==> config.mk <==
export PLATFORM = sky130hd
export DESIGN_NAME = uart_mon_cmd
export DESIGN_NICKNAME = d
export VERILOG_FILES = /design/src/rtl/uart_mon_cmd.sv
export SDC_FILE = /design/constraint.sdc
export NUM_CORES = 1
export LEC_CHECK = 0
export BUFFER_PORTS_ARGS = -buffer_cell sky130_fd_sc_hd__buf_2
export CAP_MARGIN = 20
export CORE_UTILIZATION = 55
export CTS_CLUSTER_DIAMETER = 50
export DETAILED_ROUTE_END_ITERATION = 10
export PLACE_DENSITY_LB_ADDON = 0.12
export SYNTH_ARGS = -nofsm -noshare
export SYNTH_HDL_FRONTEND = slang
export SYNTH_SLANG_ARGS = --single-unit
==> constraint.sdc <==
create_clock -name clk -period 6.3 [get_ports clk]
set_clock_uncertainty 0.05 [all_clocks]
set_input_delay 0.63 -clock clk [delete_from_list [all_inputs] [get_ports clk]]
set_output_delay 0.63 -clock clk [all_outputs]
set_load 0.05 [all_outputs]
==> src/rtl/uart_mon_cmd.sv <==
// uart_mon_cmd -- line-oriented monitor command parser behind a UART.
//
// Pops ASCII bytes from the rx FIFO, optionally echoes them, and parses
//   r <addr>\r          -> one bus read, reply "<DATA_W/4 hex digits>\r\n"
//   w <addr> <data>\r   -> one bus write, reply "\r\n"
// Malformed lines are answered with "?\r\n" once their CR arrives.
//
// Ports
//   clk, rst        system clock, asynchronous active-high reset
//   rx_fifo_dvalid  rx FIFO non-empty, rx_rdata is the head byte
//   rx_rden         1-cycle pop pulse; the byte is captured in that cycle
//   tx_fifo_full    tx FIFO cannot take a byte
//   tx_wten/wdata   1-cycle push of one byte
//   bus_req/we/addr/wdata  request, held (and stable) until bus_ack
//   bus_ack/rdata   1-cycle completion, read data valid with it
//   busy            parser is not in S_IDLE
module uart_mon_cmd #(
  parameter int ECHO   = 1,
  parameter int ADDR_W = 32,
  parameter int DATA_W = 32
) (
  input  logic              clk,
  input  logic              rst,
  input  logic              rx_fifo_dvalid,
  input  logic [7:0]        rx_rdata,
  output logic              rx_rden,
  input  logic              tx_fifo_full,
  output logic              tx_wten,
  output logic [7:0]        tx_wdata,
  output logic              bus_req,
  output logic              bus_we,
  output logic [ADDR_W-1:0] bus_addr,
  output logic [DATA_W-1:0] bus_wdata,
  input  logic              bus_ack,
  input  logic [DATA_W-1:0] bus_rdata,
  output logic              busy
);

  localparam logic [7:0] CH_CR = 8'h0D;
  localparam logic [7:0] CH_LF = 8'h0A;
  localparam logic [7:0] CH_SP = 8'h20;
  localparam logic [7:0] CH_QM = 8'h3F;
  localparam logic [2:0] HEX_LAST = 3'(DATA_W / 4 - 1);

  typedef enum logic [3:0] {
    S_IDLE, S_SP1, S_ADDR, S_DATA, S_BUS, S_HEX, S_QM, S_CRLF, S_ERR
  } state_t;

  function automatic logic is_hex(input logic [7:0] c);
    return (c >= 8'h30 && c <= 8'h39) || (c >= 8'h41 && c <= 8'h46) ||
           (c >= 8'h61 && c <= 8'h66);
  endfunction

  // 'A'/'a' have low nibble 1, so adding 9 maps both cases onto 10..15.
  function automatic logic [3:0] hex_val(input logic [7:0] c);
    return (c <= 8'h39) ? c[3:0] : c[3:0] + 4'd9;
  endfunction

  function automatic logic [7:0] hex_chr(input logic [3:0] n);
    return (n < 4'd10) ? 8'h30 + {4'h0, n} : 8'h37 + {4'h0, n};
  endfunction

  state_t              state_q, state_d;
  logic [7:0]          byte_q, byte_d;       // byte popped last cycle
  logic                have_q, have_d;       // byte_q awaits processing
  logic                we_q, we_d;
  logic                digit_q, digit_d;     // current field has >= 1 digit
  logic [ADDR_W-1:0]   acc_a_q, acc_a_d;
  logic [DATA_W-1:0]   acc_d_q, acc_d_d;
  logic [DATA_W-1:0]   rdata_q, rdata_d;
  logic [2:0]          idx_q, idx_d;         // hex nibble being sent
  logic                pend_q, pend_d;       // one tx byte waiting for room
  logic [7:0]          pend_byte_q, pend_byte_d;
  logic                pend_lf_q, pend_lf_d; // follow pend byte with LF
  logic                bus_req_q, bus_req_d;

  logic                consume;
  state_t              err_state;
  logic [3:0]          rd_nib;

  // A bad CR already ends the line, so it goes straight to the '?' reply
  // instead of waiting in S_ERR for a CR that has been consumed.
  assign err_state = (byte_q == CH_CR) ? S_QM : S_ERR;
  assign consume   = state_q inside {S_IDLE, S_SP1, S_ADDR, S_DATA, S_ERR};
  assign rd_nib    = 4'(rdata_q >> {idx_q, 2'b00});

  // Only pop when the echo of this byte is guaranteed a free pend slot.
  assign rx_rden   = ~rst & rx_fifo_dvalid & ~tx_fifo_full & ~pend_q &
                     ~have_q & consume;
  assign tx_wten   = pend_q & ~tx_fifo_full;
  assign tx_wdata  = pend_byte_q;
  assign bus_req   = bus_req_q;
  assign bus_we    = we_q;
  assign bus_addr  = acc_a_q;
  assign bus_wdata = acc_d_q;
  assign busy      = (state_q != S_IDLE);

  always_comb begin
    // NOTE: every _d starts at its hold value so no path leaves one
    // unassigned, which would otherwise infer a latch.
    state_d     = state_q;
    byte_d      = byte_q;
    have_d      = have_q;
    we_d        = we_q;
    digit_d     = digit_q;
    acc_a_d     = acc_a_q;
    acc_d_d     = acc_d_q;
    rdata_d     = rdata_q;
    idx_d       = idx_q;
    pend_d      = pend_q;
    pend_byte_d = pend_byte_q;
    pend_lf_d   = pend_lf_q;
    bus_req_d   = bus_req_q;

    // Drain the pend slot; a CR echo turns into an LF after leaving.
    if (pend_q && !tx_fifo_full) begin
      if (pend_lf_q) begin
        pend_byte_d = CH_LF;
        pend_lf_d   = 1'b0;
      end else begin
        pend_d = 1'b0;
      end
    end

    if (rx_rden) begin
      byte_d = rx_rdata;
      have_d = 1'b1;
    end

    if (have_q) begin
      have_d = 1'b0;
      if (ECHO != 0) begin
        pend_d      = 1'b1;
        pend_byte_d = byte_q;
        pend_lf_d   = (byte_q == CH_CR);
      end
    end

    unique case (state_q)
      S_IDLE: if (have_q) begin
        if (byte_q == 8'h72 || byte_q == 8'h52 ||
            byte_q == 8'h77 || byte_q == 8'h57) begin
          we_d    = (byte_q == 8'h77 || byte_q == 8'h57);
          acc_a_d = '0;
          acc_d_d = '0;
          state_d = S_SP1;
        end else if (!(byte_q == CH_CR || byte_q == CH_LF || byte_q == CH_SP)) begin
          state_d = err_state;
        end
      end
      S_SP1: if (have_q) begin
        digit_d = 1'b0;
        state_d = (byte_q == CH_SP) ? S_ADDR : err_state;
      end
      S_ADDR: if (have_q) begin
        if (is_hex(byte_q)) begin
          acc_a_d = ADDR_W'({acc_a_q, hex_val(byte_q)});
          digit_d = 1'b1;
        end else if (byte_q == CH_SP) begin
          if (digit_q) begin
            digit_d = 1'b0;
            state_d = we_q ? S_DATA : S_ERR;
          end
        end else if (byte_q == CH_CR && digit_q && !we_q) begin
          bus_req_d = 1'b1;
          state_d   = S_BUS;
        end else begin
          state_d = err_state;
        end
      end
      S_DATA: if (have_q) begin
        if (is_hex(byte_q)) begin
          acc_d_d = DATA_W'({acc_d_q, hex_val(byte_q)});
          digit_d = 1'b1;
        end else if (byte_q == CH_CR && digit_q) begin
          bus_req_d = 1'b1;
          state_d   = S_BUS;
        end else if (!(byte_q == CH_SP && !digit_q)) begin
          state_d = err_state;
        end
      end
      S_ERR: if (have_q && byte_q == CH_CR) state_d = S_QM;
      S_BUS: if (bus_ack) begin
        bus_req_d = 1'b0;
        if (!we_q) begin
          rdata_d = bus_rdata;
          idx_d   = HEX_LAST;
          state_d = S_HEX;
        end else begin
          state_d = S_CRLF;
        end
      end
      S_HEX: if (!pend_q) begin
        pend_d      = 1'b1;
        pend_byte_d = hex_chr(rd_nib);
        pend_lf_d   = 1'b0;
        if (idx_q == 3'd0) state_d = S_CRLF;
        else               idx_d   = idx_q - 3'd1;
      end
      S_QM: if (!pend_q) begin
        pend_d      = 1'b1;
        pend_byte_d = CH_QM;
        pend_lf_d   = 1'b0;
        state_d     = S_CRLF;
      end
      S_CRLF: if (!pend_q) begin
        pend_d      = 1'b1;
        pend_byte_d = CH_CR;
        pend_lf_d   = 1'b1;
        state_d     = S_IDLE;
      end
      default: state_d = S_IDLE;
    endcase
  end

  always_ff @(posedge clk or posedge rst) begin
    if (rst) begin
      state_q     <= S_IDLE;
      byte_q      <= '0;
      have_q      <= 1'b0;
      we_q        <= 1'b0;
      digit_q     <= 1'b0;
      acc_a_q     <= '0;
      acc_d_q     <= '0;
      rdata_q     <= '0;
      idx_q       <= '0;
      pend_q      <= 1'b0;
      pend_byte_q <= '0;
      pend_lf_q   <= 1'b0;
      bus_req_q   <= 1'b0;
    end else begin
      // NOTE: non-blocking so every register sees its peers' pre-edge values.
      state_q     <= state_d;
      byte_q      <= byte_d;
      have_q      <= have_d;
      we_q        <= we_d;
      digit_q     <= digit_d;
      acc_a_q     <= acc_a_d;
      acc_d_q     <= acc_d_d;
      rdata_q     <= rdata_d;
      idx_q       <= idx_d;
      pend_q      <= pend_d;
      pend_byte_q <= pend_byte_d;
      pend_lf_q   <= pend_lf_d;
      bus_req_q   <= bus_req_d;
    end
  end

endmodule

After elaboration in Yosys (flattened, before gate mapping). Index checks and enable logic that the tools add are counted.

Bits in registers: 125. Bits in latches: 0. Bits in writable memories: 0. ROM bits: 0. Output and inout port bits: 77. Memories: 0.

Add/sub/neg operators: 4. Multipliers: 0. Divide/modulo/power cells: 0. $lt $le $gt $ge: 7. Eq/ne operators: 39. Shifts and indexed selects: 1. Multiplexer cells: 74. Bitwise operators: 11. Reductions and logical operators: 38.

Operator list (number): 32-bit two-way mux (6); 32-bit one-hot mux with 2 select lines (2); 4-bit two-way mux (23); 8-bit two-way mux (6); 4-bit one-hot mux with 9 select lines (1); 8-bit by 7-bit == test with 1-bit output, second input constant (4); 32-bit by 5-bit >> shifter with 4-bit output (1); 2-bit != test, second input constant (14); 1-bit two-way mux (25); 8-bit one-hot mux with 3 select lines (1); 4-bit by 3-bit == test with 1-bit output, second input constant (4); 8-bit by 4-bit == test with 1-bit output, second input constant (2); 8-bit by 7-bit greater-or-equal comparator with 1-bit output, second input constant (2); 8-bit by 7-bit less-or-equal comparator with 1-bit output, second input constant (2); 15-bit AND reduction (1); 5-bit AND reduction (3); 6-bit by 4-bit adder with 7-bit output, first input constant (2); 3-bit two-way mux (4); 2-bit by 1-bit != test with 1-bit output, second input constant (6); 3-bit != test, second input constant (3); 9-bit AND reduction (1); 4-bit by 2-bit == test with 1-bit output, second input constant (2); 8-bit by 6-bit == test with 1-bit output, second input constant (1); 8-bit by 6-bit greater-or-equal comparator with 1-bit output, second input constant (1); other kinds (27) (57).

Longest topological paths before layout.
Depth in word-level cells: 8. Depth in mapped cells: 9. Mapped depth without buffers: 7.

Least setup slack after synthesis. Ideal clock, no wire load.

Path kind: input to output. Start: in rst. End: out rx_rden. Data arrival time: 4.903 ns. Required time: 5.620 ns. Setup slack: 0.717 ns. Stages: 4. Path through: inv_1 > nand4_1 > inv_1 > clkbuf_1.

Word-level cells in the longest chain between the ends: 6.

RTL lines: start, declared (RTL line 23) `input logic rst,`; 1-bit NOT (RTL line 88) `assign rx_rden = ~rst & rx_fifo_dvalid & ~tx_fifo_full & ~pend_q &`; 1-bit bitwise AND (4 in a row) (RTL line 88); 1-bit bitwise AND (RTL line 89) `~have_q & consume;`; end, declared (RTL line 26) `output logic rx_rden,`.

Every way passes these cells.

Final worst setup path.
Start: reg state_q[2]. End: out rx_rden.

Word-level cells in the longest chain between the ends: 3. Elaborated cells on any way between the ends: 7.

RTL lines: start, declared (RTL line 63) `state_t state_q, state_d;`; start signal, assigned (RTL line 233) `state_q <= state_d;`; 4-bit by 1-bit == test with 1-bit output, or another cell as far along (RTL line 84) `assign consume = state_q inside {S_IDLE, S_SP1, S_ADDR, S_DATA, S_ERR};`; 5-bit nonzero test (*) (RTL line 84); 1-bit bitwise AND (*) (RTL line 89).

Every way passes the cells marked *; elsewhere a longest branch is shown, timed or not.

==> results.sh <==
export IMPL_syn_to_final_growth_pct=21.4
export IMPL_cts_htree_levels=4
export IMPL_clock_path_buffers=2
export IMPL_cts_sinks=125
export IMPL_r2r_slack_ns=3.41
export IMPL_p_total_mw=3.19
export IMPL_nets=632
export IMPL_peakVddDrop_mv=0.263
export IMPL_synth_top_area_cell="dfrtp_1"
export IMPL_cp_endpoint="rx_rden"
export IMPL_synth_edff_count=0
export IMPL_io_pins=122
export IMPL_crit_required_ns=5.62
export IMPL_cp_top_family="simple AND/OR/NAND/NOR gates"
export IMPL_die_area_mm2=0.0109
export IMPL_cp_slowest_cell="dfrtp_1"
export IMPL_wl_per_cell_um=18.4
export IMPL_leakagePower_nw=3.46
export IMPL_clk_pin_slew_ns=0.06
export IMPL_r2r_worst_path_cells=5
export IMPL_cts_tree="yes"
export IMPL_synth_ff_latch_count=125
export IMPL_max_freq_ghz=0.315
export IMPL_via_per_inst=6.10
export IMPL_synth_most_common_cell="dfrtp_1"
export IMPL_final_util=0.701
export IMPL_status="finished clean"
export IMPL_vias=4415
export IMPL_hp_class="primary input to flip-flop"
export IMPL_dp_hpwl_mm=8.89
export IMPL_drt_total_wl_mm=13.4
export IMPL_rr_endpoint="bus_addr[27]"
export IMPL_num_antenna_cells=0
export IMPL_die_w_um=104
export IMPL_cp_max_fo=14
export IMPL_initial_core_util=0.577
export IMPL_yosysUniqueCellTypes=64
export IMPL_globalplace_congestion=0.978
export IMPL_path_buf_inv=2
export IMPL_worstSetupEndpointType="output pin"
export IMPL_reg2reg_from="byte_q[3]"
export IMPL_overflow=0
export IMPL_yosysSeqAreaShare=0.544
export IMPL_rsz0062_at_grt="no"
export IMPL_cts_buffers=17
export IMPL_fillers=733
export IMPL_synth_area_mm2=0.00575
export IMPL_first_pass_iters=5
export IMPL_ant_nets=0
export IMPL_finalMaxSlewViolations=0
export IMPL_clk_latency_ns=0.52
export IMPL_powerDensity_mw_per_mm2=457
export IMPL_antenna_found_initial=0
export IMPL_cap_violations=0
export IMPL_path_class="flip-flop to output pin"
export IMPL_max_stage_delay_ns=0.54
export IMPL_fin_crit_ns=3.18
export IMPL_synthCells=468
export IMPL_grt_max_degree=74
export IMPL_remaining_drc_errors=0
export IMPL_final_layout_size_suffix_gt1_frac=0.352
export IMPL_async_flop_share=1.00
export IMPL_cts_setup_buffers=0
export IMPL_netlist_top_cells_area="dfrtp_1 54%, a22o_1 9.9%, mux2_2 7.1%, mux4_2 3.1%, nand2_1 2.2%"
export IMPL_netlist_area_leader_share=0.544
export IMPL_track_usage=0.256
export IMPL_io_buffers=121
export IMPL_coreArea_mm2=0.00995
export IMPL_syn_avg_cell_area_um2=12.3
export IMPL_rows=36
export IMPL_fin_crit_sh=0.504
export IMPL_setup_viol=0
export IMPL_slew_headroom=0.261
export IMPL_ys_flop_type="dfrtp_1"
export IMPL_yosysWarnings=0
export IMPL_first_iter_violations=278
export IMPL_die_height_um=104
export IMPL_final_setup_tns_ns=0
export IMPL_grt_pass1_vias=4302
export IMPL_hold_viol=0
export IMPL_clockRootBuffer="clkbuf_8"
export IMPL_cp_arrival_ns=2.50
export IMPL_syn_num_nets=521
export IMPL_worst_setup_path_start_kind="flip-flop"
export IMPL_worstSetupPathDepth=4
export IMPL_worstMarginPinSlew_ns=1.11
export IMPL_ctsHoldBuffers=0
export IMPL_critPathLaunch="state_q[2]"
export IMPL_grt_pass1_wl_mm=21.7
export IMPL_synth_commonest_cells="125 x dfrtp_1, 65 x a22o_1, 36 x mux2_2, 34 x nand2_1"
export IMPL_crit_chain="nor4_1 -> nand4_1 -> inv_1 -> buf_2"
export IMPL_cts_resized=0
[stage by stage]
step                hold WS, ns  area, µm²  setup WS (ns)  cells
finish                    0.246       6980           3.12    724
global route              0.256       6980           2.96    724
CTS                       0.225       6940           3.17    722
detailed placement        0.421       6340           3.39    691
global placement          0.428       6340           3.49    691
floorplan                 0.425       5750          0.717    468
[cells by family after synthesis]
kind of cell,synth area share
compound gates,0.184
flops,0.544
simple gates,0.0880
xor+xnor,0.00610
buf+inv,0.0444
mux,0.116
fa+ha+maj,0.0174
[worst min-delay path by stage]
stage / from / to / slack, ns / depth (start not counted)
6_report: rx_rdata[2] / byte_q[2] / 0.25 / 3
5_1_grt: rx_rdata[7] / byte_q[7] / 0.26 / 3
4_1_cts: rx_rdata[2] / byte_q[2] / 0.23 / 3
3_5_place_dp: bus_req / bus_req / 0.42 / 2
3_3_place_gp: bus_req / bus_req / 0.43 / 2
2_1_floorplan: rdata_q[27] / rdata_q[27] / 0.43 / 1
[state kept, by name (all words and copies together) (netlist names)]
register,cells
bus_addr,32
bus_req,1
bus_wdata,32
bus_we,1
byte_q,8
digit_q,1
have_q,1
idx_q,3
pend_lf_q,1
pend_q,1
rdata_q,32
state_q,4
tx_wdata,8
[cell type report]
cell class	count	area, µm²	share of cell area
clock inverters	13	168	0.0240
repair buffers	126	668	0.0958
inverters	13	51.3	0.00735
multi-input cells	296	2370	0.339
clock buffers	18	428	0.0613
flip-flops and latches	125	3130	0.448
well taps	133	166	0.0239
[worst register-to-register path: cells and delay by family, from the launching register on]
family / cells / cell delay (ns)
AOI/OAI and AO/OA: 2 / 0.43
DFF: 1 / 0.50
and+or+nand+nor: 3 / 1.84
[layout by cell type, fill, tap and decap left out, types with 4 or more instances in the layout]
cell | netlist | layout
a21oi_1 | 9 | 9
a221oi_1 | 5 | 5
a22o_1 | 65 | 65
a22oi_1 | 4 | 4
and3_1 | 4 | 4
buf_2 | 9 | 121
clkbuf_16 | 0 | 17
clkinvlp_4 | 0 | 4
dfrtp_1 | 125 | 125
ha_1 | 8 | 8
inv_1 | 13 | 12
mux2_2 | 36 | 36
mux2i_1 | 8 | 8
mux4_2 | 8 | 8
nand2_1 | 34 | 34
nand2b_1 | 4 | 4
nand3_1 | 7 | 7
nor2_1 | 16 | 16
nor2b_1 | 6 | 6
nor3_1 | 5 | 5
o21ai_0 | 15 | 15
o22ai_1 | 4 | 4
[where the power goes]
| group | leakage, nW | internal [mW] | switching, mW |
|---|---|---|---|
| registers | 1.62 | 0.979 | 0.221 |
| logic | 1.56 | 0.460 | 0.550 |
| clock network | 0.281 | 0.613 | 0.365 |
[layer usage]
metal  wire (µm)  up-vias  share of wire  GRT usage
met5           0        -              0          0
li1            -     1998              -          -
met3         855       31          0.064     0.0670
met4         298        0          0.022      0.106
met2        6410      193           0.48      0.402
met1        5790     2193           0.43      0.339
Power figures use the tool's default switching activity.
